`config.mk`:
```
export PLATFORM = sky130hd
export DESIGN_NAME = tmds_encoder_multi_flat
export DESIGN_NICKNAME = d
export VERILOG_FILES = /design/src/rtl/tmds_pkg.sv /design/src/rtl/tmds_if.sv /design/src/rtl/tmds_lane.sv /design/src/rtl/tmds_encoder_multi.sv /design/src/flat_wrapper.sv
export SDC_FILE = /design/constraint.sdc
export NUM_CORES = 1
export LEC_CHECK = 0
export CORE_MARGIN = 2
export CORE_UTILIZATION = 50
export DETAILED_ROUTE_END_ITERATION = 8
export PLACE_DENSITY = 0.82
export SETUP_SLACK_MARGIN = 0.05
export SLEW_MARGIN = 20
export SYNTH_ARGS = -nofsm -noshare
export SYNTH_HDL_FRONTEND = slang
export SYNTH_HIERARCHICAL = 1
export SYNTH_SLANG_ARGS = --single-unit
```
`constraint.sdc`:
```
create_clock -name clk -period 6.4 [get_ports clk]
set_input_delay 0.96 -clock clk [delete_from_list [all_inputs] [get_ports clk]]
set_output_delay 0.96 -clock clk [all_outputs]
set_load 0.1 [all_outputs]
```
`src/rtl/tmds_pkg.sv`:
```
// Shared constants for the TMDS encoder: mode codes, fixed symbol tables, popcount helper.
// Latency: n/a (package only).
// Backpressure: n/a (package only).
package tmds_pkg;

    localparam logic [2:0] MODE_CTRL     = 3'd0;
    localparam logic [2:0] MODE_VIDEO    = 3'd1;
    localparam logic [2:0] MODE_VIDEO_GB = 3'd2;
    localparam logic [2:0] MODE_DATA_GB  = 3'd3;
    localparam logic [2:0] MODE_TERC4    = 3'd4;

    // Indexed by {c1,c0}.
    localparam logic [9:0] CTRL_SYM [4] = '{
        10'b1101010100, 10'b0010101011, 10'b0101010100, 10'b1010101011
    };

    // Indexed by the 4-bit auxiliary nibble.
    localparam logic [9:0] TERC4_SYM [16] = '{
        10'b1010011100, 10'b1001100011, 10'b1011100100, 10'b1011100010,
        10'b0101110001, 10'b0100011110, 10'b0110001110, 10'b0100111100,
        10'b1011001100, 10'b0100111001, 10'b0110011100, 10'b1011000110,
        10'b1010001110, 10'b1001110001, 10'b0101100011, 10'b1011000011
    };

    // Indexed by lane role (lane % 3).
    localparam logic [9:0] VGB_SYM [3] = '{
        10'b1011001100, 10'b0100110011, 10'b1011001100
    };

    // Role 0 sends TERC4(aux) in a data guard band; its entry here is never selected.
    localparam logic [9:0] DGB_SYM [3] = '{
        10'b1010011100, 10'b0100110011, 10'b0100110011
    };

    function automatic logic [3:0] popcount8(input logic [7:0] v);
        logic [3:0] n;
        n = '0;
        for (int i = 0; i < 8; i++) begin
            n = n + {3'b000, v[i]};
        end
        return n;
    endfunction

endpackage

```
`src/rtl/tmds_if.sv`:
```
// Bundle of pixel-side inputs and symbol-side outputs of the multi-lane TMDS encoder.
// Latency: n/a (wiring only).
// Backpressure: none; en is the only flow control and freezes the whole pipeline.
interface tmds_if #(parameter int NUM_CH = 3);
    logic                   en;
    logic [2:0]             mode;
    logic [8*NUM_CH-1:0]    d;
    logic [2*NUM_CH-1:0]    c;
    logic [4*NUM_CH-1:0]    aux;
    logic [10*NUM_CH-1:0]   q_out;
    logic                   q_valid;
    logic [5*NUM_CH-1:0]    cnt;

    modport master (output en, mode, d, c, aux, input q_out, q_valid, cnt);
    modport slave  (input en, mode, d, c, aux, output q_out, q_valid, cnt);
endinterface

```
`src/rtl/tmds_lane.sv`:
```
// One TMDS lane: stage 1 transition-minimises the byte, stage 2 balances DC / picks fixed symbols.
// Latency: 2 enabled cycles from inputs to q.
// Backpressure: none; en = 0 holds every register including the running disparity.
// Ports: clk, rst_n; en, mode, d, c, aux in; q (10-bit symbol, bit 0 first), cnt (signed disparity) out.
module tmds_lane
    import tmds_pkg::*;
#(
    parameter int ROLE      = 0,
    parameter bit SWAP_CTRL = 1'b0
) (
    input  logic              clk,
    input  logic              rst_n,
    input  logic              en,
    input  logic [2:0]        mode,
    input  logic [7:0]        d,
    input  logic [1:0]        c,
    input  logic [3:0]        aux,
    output logic [9:0]        q,
    output logic signed [4:0] cnt
);

    localparam logic [1:0] ROLE_IDX = 2'(ROLE % 3);

    // Stage 1 state
    logic [8:0]        q_m_q, q_m_d;
    logic signed [3:0] diff_q, diff_d;
    logic [2:0]        mode_q, mode_d;
    logic [1:0]        c_q, c_d;
    logic [3:0]        aux_q, aux_d;
    // Stage 2 state
    logic [9:0]        q_q, q_d;
    logic signed [4:0] cnt_q, cnt_d;

    logic [3:0]        n1;
    logic              use_xnor;
    logic [8:0]        q_m_new;
    logic signed [4:0] diff2;

    always_comb begin
        n1         = popcount8(d);
        use_xnor   = (n1 > 4'd4) || ((n1 == 4'd4) && !d[0]);
        q_m_new    = '0;
        q_m_new[0] = d[0];
        for (int i = 1; i < 8; i++) begin
            q_m_new[i] = use_xnor ? ~(q_m_new[i-1] ^ d[i]) : (q_m_new[i-1] ^ d[i]);
        end
        q_m_new[8] = ~use_xnor;

        q_m_d  = q_m_q;
        diff_d = diff_q;
        mode_d = mode_q;
        c_d    = c_q;
        aux_d  = aux_q;
        if (en) begin
            q_m_d  = q_m_new;
            // ones minus four = (ones - zeros)/2, range -4..+4
            diff_d = 4'(popcount8(q_m_new[7:0]) - 4'd4);
            // codes 5..7 are folded into CTRL here so stage 2 only sees legal modes
            mode_d = (mode > MODE_TERC4) ? MODE_CTRL : mode;
            c_d    = SWAP_CTRL ? {c[0], c[1]} : c;
            aux_d  = aux;
        end
    end

    always_comb begin
        // 2*diff = ones - zeros of q_m[7:0]
        diff2 = {diff_q[3], diff_q} <<< 1;
        q_d   = q_q;
        cnt_d = cnt_q;
        if (en) begin
            // any non-video symbol restarts the disparity count
            cnt_d = '0;
            case (mode_q)
                MODE_VIDEO: begin
                    if (cnt_q == 5'sd0 || diff_q == 4'sd0) begin
                        q_d   = {~q_m_q[8], q_m_q[8], q_m_q[8] ? q_m_q[7:0] : ~q_m_q[7:0]};
                        cnt_d = q_m_q[8] ? cnt_q + diff2 : cnt_q - diff2;
                    end else if (cnt_q[4] == diff_q[3]) begin
                        // both non-zero with the same sign: invert to pull back toward zero
                        q_d   = {1'b1, q_m_q[8], ~q_m_q[7:0]};
                        cnt_d = cnt_q + {3'b000, q_m_q[8], 1'b0} - diff2;
                    end else begin
                        q_d   = {1'b0, q_m_q[8], q_m_q[7:0]};
                        cnt_d = cnt_q + diff2 - {3'b000, ~q_m_q[8], 1'b0};
                    end
                end
                MODE_VIDEO_GB: q_d = VGB_SYM[ROLE_IDX];
                MODE_DATA_GB:  q_d = (ROLE_IDX == 2'd0) ? TERC4_SYM[aux_q] : DGB_SYM[ROLE_IDX];
                MODE_TERC4:    q_d = TERC4_SYM[aux_q];
                default:       q_d = CTRL_SYM[c_q];
            endcase
        end
    end

    always_ff @(posedge clk or negedge rst_n) begin
        if (!rst_n) begin
            q_m_q  <= '0;
            diff_q <= '0;
            mode_q <= MODE_CTRL;
            c_q    <= 2'b00;
            aux_q  <= '0;
            q_q    <= CTRL_SYM[0];
            cnt_q  <= '0;
        end else begin
            q_m_q  <= q_m_d;
            diff_q <= diff_d;
            mode_q <= mode_d;
            c_q    <= c_d;
            aux_q  <= aux_d;
            q_q    <= q_d;
            cnt_q  <= cnt_d;
        end
    end

    assign q   = q_q;
    assign cnt = cnt_q;

endmodule

```
`src/rtl/tmds_encoder_multi.sv`:
```
// NUM_CH-lane TMDS encoder (video, control, guard band, TERC4) feeding the 10:1 serialisers.
// Latency: 2 enabled cycles; q_valid goes high after the second enabled cycle out of reset.
// Backpressure: none; en = 0 freezes q_out, q_valid and cnt.
// Ports: clk, rst_n plain; everything else through the tmds_if slave modport.
module tmds_encoder_multi #(
    parameter int NUM_CH    = 3,
    parameter bit SWAP_CTRL = 1'b0
) (
    input  logic  clk,
    input  logic  rst_n,
    tmds_if.slave bus
);

    logic [10*NUM_CH-1:0] q_all;
    logic [5*NUM_CH-1:0]  cnt_all;
    logic [1:0]           valid_sr_q, valid_sr_d;

    for (genvar i = 0; i < NUM_CH; i++) begin : g_lane
        tmds_lane #(
            .ROLE      (i % 3),
            .SWAP_CTRL (SWAP_CTRL)
        ) u_lane (
            .clk   (clk),
            .rst_n (rst_n),
            .en    (bus.en),
            .mode  (bus.mode),
            .d     (bus.d[8*i +: 8]),
            .c     (bus.c[2*i +: 2]),
            .aux   (bus.aux[4*i +: 4]),
            .q     (q_all[10*i +: 10]),
            .cnt   (cnt_all[5*i +: 5])
        );
    end

    // Tracks how many enabled cycles have elapsed since reset, saturating at two.
    always_comb begin
        valid_sr_d = valid_sr_q;
        if (bus.en) begin
            valid_sr_d = {valid_sr_q[0], 1'b1};
        end
    end

    always_ff @(posedge clk or negedge rst_n) begin
        if (!rst_n) begin
            valid_sr_q <= 2'b00;
        end else begin
            valid_sr_q <= valid_sr_d;
        end
    end

    assign bus.q_out   = q_all;
    assign bus.cnt     = cnt_all;
    assign bus.q_valid = valid_sr_q[1];

endmodule
```
`src/flat_wrapper.sv`:
```
// flat-port wrapper written by rule: the top's interface ports become plain ports
module tmds_encoder_multi_flat 
#(
    parameter int NUM_CH    = 3,
    parameter bit SWAP_CTRL = 1'b0
)
  (clk, rst_n, bus_en, bus_mode, bus_d, bus_c, bus_aux, bus_q_out, bus_q_valid, bus_cnt);
  tmds_if #(.NUM_CH(NUM_CH)) bus_i ();
  input  logic clk;
  input  logic rst_n;
  input wire logic [$bits(bus_i.en)-1:0] bus_en;
  input wire logic [$bits(bus_i.mode)-1:0] bus_mode;
  input wire logic [$bits(bus_i.d)-1:0] bus_d;
  input wire logic [$bits(bus_i.c)-1:0] bus_c;
  input wire logic [$bits(bus_i.aux)-1:0] bus_aux;
  output wire logic [$bits(bus_i.q_out)-1:0] bus_q_out;
  output wire logic [$bits(bus_i.q_valid)-1:0] bus_q_valid;
  output wire logic [$bits(bus_i.cnt)-1:0] bus_cnt;
  assign bus_i.en = bus_en;
  assign bus_i.mode = bus_mode;
  assign bus_i.d = bus_d;
  assign bus_i.c = bus_c;
  assign bus_i.aux = bus_aux;
  assign bus_q_out = bus_i.q_out;
  assign bus_q_valid = bus_i.q_valid;
  assign bus_cnt = bus_i.cnt;
  tmds_encoder_multi #(.NUM_CH(NUM_CH), .SWAP_CTRL(SWAP_CTRL)) u_core (.clk(clk), .rst_n(rst_n), .bus(bus_i));
endmodule
```
==> results.txt, run 1 <==
- Outcome: complete, no violations
- Category of the critical setup timing path: in -> reg
* Final worst slack: 0.2487 ns
- The path class of the tightest hold or removal check is reg -> reg.
- Worst-Skew Late Latency: between 0.3 and 0.4 ns
- Relative to the synthesized area, the layout overhead comes to 18.46%.
- Wire length per cell: 15.93 µm
- Flop-to-flop setup slack: around 3.8 ns
- Via-per-instance ratio: 5.541
- Across the VDD grid, the largest voltage drop is 0.3709 mV.
- For this run, the total global-route usage over all layers was measured as 21.92%.
- Unrepaired setup endpoints after global routing: true
- Post-layout utilization of the core: 59.99%
* First-pass iteration count of the detailed router: 7
* Fin crit share: 96.11%
* Placed wire-length estimate: 15.79 mm
* Placer Congestion: between 0.8 and 0.9
- The cell that appears most often on the critical path is sky130_fd_sc_hd__fa_1.
- Upper clock frequency limit: 162.6 MHz
- Synthesis instantiated between 70 and 80 different standard cells from the library.
* Actual transition at the worst max-transition pin: 1.037 ns
- The tool flagged a number of max-cap violations equal to 0.
- Cell at the slowest stage of the critical path: sky130_fd_sc_hd__fa_1
- Subtracting the final worst setup slack from the clock period gives ~6 ns.
- Ordered list of cells on the worst path: clkdlybuf4s15_1 > inv_1 > fa_1 > fa_1 > fa_1 > inv_1 > ha_4 > fa_1 > nor3b_2 > o21ai_1 > o2bb2ai_2 > xnor2_2 > fa_1 > fa_1 > inv_1 > fa_1 > ha_2 > inv_2 > fa_2 > a21oi_1
- Number of max-slew violations in the final report: 0
- The number of antenna violations at the first check in global routing came to 0.
- Count of endpoints failing setup in the final report: 0
- FF+latch count, synth: 110
- Of all flip-flops after synthesis, the portion carrying an async set or reset was 100.0%.
* Number of buffers added by the clock tree synthesis step: 9
* H-tree levels: 3
* Detailed Route WL: about 21 mm
- Summed over all cells, the static leakage comes to around 5.1 nW.
- Yosys mapped a number of flops with a built-in enable equal to 0.
- Worst Hold End: u_core/valid_sr_q[0]
- Worst hold path stage count: 1
- Synthesized instance count: about 1.0k
* Fraction of layout cells with a size suffix above 1: 13.96%
- R2R cell count: 8
* Number of placed cells counting well taps: 1311
- Clock-pin slew was measured on the worst setup and hold paths at 0.08 ns.
- The count of cells in the finished layout, fillers not included, comes to roughly 1.3k.
* Synth Flop Type: sky130_fd_sc_hd__dfrtp_1
* Remaining number of nets flagged by the antenna check after routing: 0
- The root buffer cell chosen for the clock tree is sky130_fd_sc_hd__clkbuf_16.
- The hold violation total from the final report was 0.
- Residual DRC count: 0
* Port-buffer cells: 90
- Maximum fanout encountered on the critical timing path: 3
- Element type at the critical path start: input pin
- Mean Syn Cell Area: 9.413 µm²
* Most frequent standard cell in the layout excluding fill and tap cells: sky130_fd_sc_hd__inv_1
- Number of standard-cell rows in the floorplan: 50
- Width of the chip: 141.4 µm
- Io pins: 94
* Number of sinks driven by the clock tree: 110
* TritonCTS clock tree: built
- The worst pin sits at a relative slew slack of between 30 and 40%.
* Floorplan Core Area: around 19000 µm²
* Critical Path Sink Type: flop
- Worst min-delay path startpoint: u_core/valid_sr_q[0]
- The total overflow left after global routing is 0.
- Entering global routing, the biggest net connects 77 pins.
- The Yosys step of the flow raised 6 warnings.
- Setup clock skew after layout: a little under 0.006 ns
- Number of global-route vias before repair: 7368
- Reg2Reg Launch Point: u_core/g_lane[1].u_lane/q_m_q[8]
- The first global-routing pass estimated 35.74 mm of wire.
- Clock Tree Buf Depth: 2
- In this run, the number of DRC markers left after iteration 0 of detailed routing was 532.
- Timing analysis after detailed placement gives a worst setup slack of -0.6782 ns.
- The number of nets handed over by synthesis was 1171.
- Starting utilization of the core area: 50.64%
- The cell area that synthesis handed to floorplanning was 9442 µm².
- After the last flow step, the layout net total stands at 1266.
- Die area: 20000 µm²
- CP peak stage delay: 0.52 ns
- Die boundary height: 141.4 µm
* WP data required: 6.61 ns
- Overall power: 6.241 mW
- Most frequent cells in the layout: sky130_fd_sc_hd__inv_1 (120), sky130_fd_sc_hd__dfrtp_1 (95), sky130_fd_sc_hd__clkdlybuf4s50_1 (79)
- Summing the sequential cell areas from Yosys gives 29.35% of the chip area.
- For this block, the via count after detailed routing is between 7k and 8k.
- CP arrival: 6.36 ns
- The placed instances occupy a cell area of 10660 µm².
* Pwr dens: roughly 560 nW/µm²
- Once layout is done, the placed cells without fillers occupy 11180 µm².
* Reg-to-reg critical path endpoint: u_core/g_lane[1].u_lane/cnt[3]
==> metrics by stage <==
step | hold WS, ns | setup TNS, ns
2_1_floorplan | 0.4399 | 0
3_3_place_gp | 0.4527 | -3.179
3_5_place_dp | 0.4547 | -5.140
4_1_cts | 0.4721 | 0
5_1_grt | 0.5031 | 0
6_report | 0.4696 | 0
==> final cells by class <==
type	instances	area (µm²)
Sequential cell	110	2771
Inverter	125	469.2
Tap cell	234	292.8
Clock buffer	12	246.5
Clock inverter	4	31.28
Antenna cell	1	2.502
Multi-Input combinational cell	720	6168
Timing Repair Buffer	132	1202
Fill cell	1553	7458
==> flip-flops by register name (all words and copies together), names as in the netlist <==
signal                       cells
u_core/g_lane.u_lane/aux_q      12
u_core/g_lane.u_lane/c_q         6
u_core/g_lane.u_lane/cnt        12
u_core/g_lane.u_lane/diff_q     12
u_core/g_lane.u_lane/mode_q      9
u_core/g_lane.u_lane/q          30
u_core/g_lane.u_lane/q_m_q      27
u_core/valid_sr_q                2
==> Yosys cell counts (11+ instances only) <==
cell	instances	area share, %
sky130_fd_sc_hd__inv_1	125	5.0
sky130_fd_sc_hd__dfrtp_1	95	25
sky130_fd_sc_hd__ha_1	80	11
sky130_fd_sc_hd__o21ai_0	68	3.6
sky130_fd_sc_hd__xnor2_1	59	5.5
sky130_fd_sc_hd__nand2_1	54	2.1
sky130_fd_sc_hd__nor2_1	54	2.1
sky130_fd_sc_hd__a21oi_1	50	2.7
sky130_fd_sc_hd__fa_1	40	8.5
sky130_fd_sc_hd__clkbuf_1	33	1.3
sky130_fd_sc_hd__mux2_2	24	2.9
sky130_fd_sc_hd__xor2_1	22	2.0
sky130_fd_sc_hd__nand2b_1	20	1.3
sky130_fd_sc_hd__a31oi_1	16	1.1
sky130_fd_sc_hd__mux2i_1	16	1.7
sky130_fd_sc_hd__o22ai_1	16	1.1
sky130_fd_sc_hd__dfstp_2	15	4.2
sky130_fd_sc_hd__o221ai_1	15	1.4
sky130_fd_sc_hd__nor2b_1	14	0.93
sky130_fd_sc_hd__nand3b_1	13	1.0
sky130_fd_sc_hd__nor3_1	12	0.64
sky130_fd_sc_hd__nor3b_1	12	0.95
sky130_fd_sc_hd__a21o_1	11	0.87
==> where the power goes <==
group          internal [mW]  switching, mW  total (mW)
Sequential             0.925          0.220        1.15
Combinational           1.96           2.59        4.56
Clock                  0.278          0.262       0.540
==> critical path, delay by kind of cell <==
kind                       cells  cell delay, ns
and+or+nand+nor                1            0.22
xor gates and xnor gates       1            0.22
AOI/OAI and AO/OA              3            0.32
adders and majority gates     10            4.21
buffers and inverters          5            0.42
==> routing by layer <==
| layer | GRT usage [%] | routed length (µm) | vias to the layer above |
|---|---|---|---|
| met5 | 0 | 0 | - |
| met4 | 6.895 | 410 | 0 |
| met3 | 2.801 | 725 | 28 |
| met2 | 37.38 | 10430 | 155 |
| met1 | 29.21 | 9744 | 3611 |
| li1 | - | - | 3620 |
==> logic make-up (layout without fill, tap and decap cells) <==
group                    after synthesis  in the layout  share of synthesized area (%)
AO/OA/AOI/OAI                        245            245                          16.95
AND/OR/NAND/NOR                      216            216                          12.28
buffers and inverters                173            273                          7.169
adder cells (fa/ha/maj)              121            121                          19.19
flip-flops                           110            110                          29.35
XOR/XNOR                              94             94                          10.22
multiplexers                          41             41                          4.718
other                                  3              4                         0.1193
==> timing repair <==
action,CTS,global route
endpoints found under the setup margin,9,9
setup buffers,5,5
hold buffers,0,0
pin swaps,28,34
gates resized for setup,34,22
==> worst max path at each step <==
stage / start / end / slack [ns] / depth (start not counted)
floorplan: bus_d[16] / u_core/g_lane[2].u_lane/diff_q[2] / 0.09 / 20
global placement: bus_d[16] / u_core/g_lane[2].u_lane/diff_q[2] / -0.47 / 21
detailed placement: bus_d[16] / u_core/g_lane[2].u_lane/diff_q[2] / -0.68 / 21
CTS: bus_d[3] / u_core/g_lane[0].u_lane/diff_q[2] / 0.06 / 20
global route: bus_d[1] / u_core/g_lane[0].u_lane/diff_q[1] / 0.01 / 19
finish: bus_d[19] / u_core/g_lane[2].u_lane/diff_q[1] / 0.25 / 20
Note: power is estimated with default switching activity, not from simulation.
==> inputs of run 2 (changes only) <==
--- a/config.mk
+++ b/config.mk
@@ -7,6 +7,7 @@
 export LEC_CHECK = 0
 export CORE_MARGIN = 2
 export CORE_UTILIZATION = 50
+export CTS_BUF_LIST = sky130_fd_sc_hd__clkbuf_8 sky130_fd_sc_hd__clkbuf_16
 export DETAILED_ROUTE_END_ITERATION = 8
 export PLACE_DENSITY = 0.82
 export SETUP_SLACK_MARGIN = 0.05
==> results.txt, run 2 (synthesis gave the netlist of run 1 again) <==
- Worst-Skew Late Latency: 0.35 ns (about the same)
* Setup clock skew after layout: 0.006224 ns (was 0.005868 ns)
- The endpoint kind of the worst setup timing path is a flop (unchanged).
* Fin crit share: 96.10% (was 96.11%)
- The number of flip-flops in the largest register is 30 (unchanged).
- Wire length per cell: 15.91 µm (was 15.93 µm)
* Maximum fanout encountered on the critical timing path: 3 (unchanged)
- WP data required: 6.61 ns (about the same)
* Fraction of layout cells with a size suffix above 1: 13.96% (unchanged)
- Leakage power of the design: 5.073 nW (was 5.065 nW)
* Number of max-slew violations in the final report: 0 (unchanged)
* Overall power: 6.235 mW (was 6.241 mW)
- Starting utilization of the core area: 50.64% (unchanged)
* Width of the chip: 141.4 µm (unchanged)
* Most frequent standard cell in the layout excluding fill and tap cells: sky130_fd_sc_hd__inv_1 (unchanged)
- The number of antenna violations at the first check in global routing was 0 (unchanged).
- Category of the critical setup timing path: in -> reg (unchanged)
* Unrepaired setup endpoints after global routing: true (unchanged)
- CP arrival: 6.36 ns (about the same)
- The core outline area came to 18640 µm² (unchanged).
* Class of the worst hold path: reg -> reg (unchanged)
* Number of standard-cell rows in the floorplan: 50 (unchanged)
- Total number of nets in the final design: 1266 (unchanged)
* Area of the multi-input gates: 6168 µm² (unchanged)
- Element type at the critical path start: input pin (unchanged)
- Worst voltage drop across the vdd grid: 0.3712 mV (was 0.3709 mV)
- Detailed Route WL: 21.29 mm (was 21.31 mm)
- Number of sinks driven by the clock tree: 110 (unchanged)
- The buffer type at the clock tree root is sky130_fd_sc_hd__clkbuf_16 (unchanged).
* Outcome: complete, no violations (unchanged)
* Clock transition at the register clock pins on the worst setup and hold paths after CTS: 0.08 ns (about the same)
- Largest net degree at the start of global routing: 77 (unchanged)
* Global-route usage over all layers: 21.92% (unchanged)
- Total congestion overflow after global routing: 0 (unchanged)
* Number of filler cells placed in the layout: 1553 (unchanged)
- The total I/O pin count is 94 (unchanged).
* Post-layout utilization of the core: 59.99% (unchanged)
- The y dimension of the die came to 141.4 µm (unchanged).
* Actual transition at the worst max-transition pin: 1.037 ns (unchanged)
- The CTS tree was built (unchanged).
- The signed area change from the synthesized netlist to the final layout is 18.46% (unchanged).
- The detailed-placement wirelength estimate was 15.79 mm (unchanged).
- Combined flip-flop and latch cell area: 2771 µm² (unchanged)
- Most frequent cells in the layout: sky130_fd_sc_hd__inv_1 (122), sky130_fd_sc_hd__dfrtp_1 (95), sky130_fd_sc_hd__clkdlybuf4s50_1 (79) (was sky130_fd_sc_hd__inv_1 (120), sky130_fd_sc_hd__dfrtp_1 (95), sky130_fd_sc_hd__clkdlybuf4s50_1 (79))
- First-pass iteration count of the detailed router: 5 (was 7)
* Total number of vias: 7424 (was 7414)
- The max capacitance violation total is 0 (unchanged).
- The number of vias per cell after detailed routing is 5.549 (was 5.541).
- CTS hold repair buffers: 0 (unchanged)
- The final setup TNS came to 0 ns (unchanged).
* Final min period: 6.150 ns (was 6.151 ns)
- The number of H-tree levels was 3 (unchanged).
- Slew Limit Headroom: 30.64% (unchanged)
- The hold violation total from the final report was 0 (unchanged).
- Placed inst area: 10660 µm² (unchanged)
* Port-buffer cells: 90 (unchanged)
- The area enclosed by the die boundary was 20000 µm² (unchanged).
- Placer Congestion: 0.8879 (unchanged)
* Hold Worst Slack: 0.4696 ns (about the same)
- The number of buffers created by CTS came to 9 (unchanged).
- The power per standard cell area came to 557.4 nW/µm² (was 558.0 nW/µm²).
* Area of all placed cells without fillers: 11180 µm² (unchanged)
* Upper clock frequency limit: 162.6 MHz (about the same)
- The via count of the first global-routing pass was 7368 (unchanged).
- The maximum buffer depth of the clock tree is 2 (unchanged).
* Remaining number of nets flagged by the antenna check after routing: 0 (unchanged)
- The initial detailed-routing violation count is 535 (was 532).
* Count of endpoints failing setup in the final report: 0 (unchanged)
- Global-route wire length before repair: 35.74 mm (unchanged)
- Residual DRC count: 0 (unchanged)
run 2: changes by cell type in the layout (fill, tap and decap cells not counted), sizes merged:
cell    delta
clkbuf     -2
inv        +2
run 2: cell type report:
type                    instances  share of cell area [%]
multi-input cells             720                   55.15
clock inverters                 6                  0.3468
well taps                     234                   2.618
diodes                          1                 0.02237
repair buffers                132                   10.75
inverters                     125                   4.195
clock buffers                  10                   2.137
flip-flops and latches        110                   24.78
run 2: critical path: stages:
cell and delay (ns):
sky130_fd_sc_hd__clkdlybuf4s15_1 0.20, sky130_fd_sc_hd__inv_1 0.06, sky130_fd_sc_hd__fa_1 0.50, sky130_fd_sc_hd__fa_1 0.43, sky130_fd_sc_hd__fa_1 0.49, sky130_fd_sc_hd__inv_1 0.06
sky130_fd_sc_hd__ha_4 0.17, sky130_fd_sc_hd__fa_1 0.45, sky130_fd_sc_hd__nor3b_2 0.22, sky130_fd_sc_hd__o21ai_1 0.09, sky130_fd_sc_hd__o2bb2ai_2 0.17, sky130_fd_sc_hd__xnor2_2 0.22
sky130_fd_sc_hd__fa_1 0.47, sky130_fd_sc_hd__fa_1 0.52, sky130_fd_sc_hd__inv_1 0.05, sky130_fd_sc_hd__fa_1 0.48, sky130_fd_sc_hd__ha_2 0.19, sky130_fd_sc_hd__inv_2 0.05
sky130_fd_sc_hd__fa_2 0.51, sky130_fd_sc_hd__a21oi_1 0.06
run 2: where the power goes:
group,internal (mW),total [mW],switching [mW]
Sequential,0.925,1.15,0.220
Clock,0.275,0.536,0.262
Combinational,1.96,4.55,2.59
Total,3.16,6.23,3.07
run 2: stage by stage:
| step | std cells | setup WS (ns) |
|---|---|---|
| 4_1_cts | 1332 | 0.05973 |
| 5_1_grt | 1337 | 0.01374 |
| 3_3_place_gp | 1311 | -0.4675 |
| 6_report | 1338 | 0.2497 |
| 3_5_place_dp | 1311 | -0.6782 |
| 2_1_floorplan | 1003 | 0.09069 |
run 2: timing repair:
item	4_1_cts	5_1_grt
resized for setup	34	22
buffers inserted	5	5
endpoints found under the hold margin	0	0
pin swaps	28	34
endpoints found under the setup margin	9	9
run 2: worst paths after layout:
| check | slack (ns) | startpoint | cells after the start | end |
|---|---|---|---|---|
| max reg2reg | 3.78 | u_core/g_lane[1].u_lane/q_m_q[8] | 8 | u_core/g_lane[1].u_lane/cnt[3] |
| min in group asynchronous | 0.56 | rst_n | 1 | u_core/g_lane[1].u_lane/aux_q[0] |
| min | 0.47 | u_core/valid_sr_q[0] | 1 | u_core/valid_sr_q[0] |
| max | 0.25 | bus_d[19] | 20 | u_core/g_lane[2].u_lane/diff_q[1] |
| max in group asynchronous | 4.54 | rst_n | 2 | u_core/g_lane[0].u_lane/q_m_q[6] |
| min reg2reg | 0.47 | u_core/valid_sr_q[0] | 1 | u_core/valid_sr_q[0] |
run 2: per-layer routing:
| metal | wire length (µm) | track usage [%] |
|---|---|---|
| met1 | 9735 | 29.21 |
| met2 | 10440 | 37.38 |
| met3 | 700 | 2.801 |
| met4 | 415 | 6.895 |
| met5 | 0 | 0 |
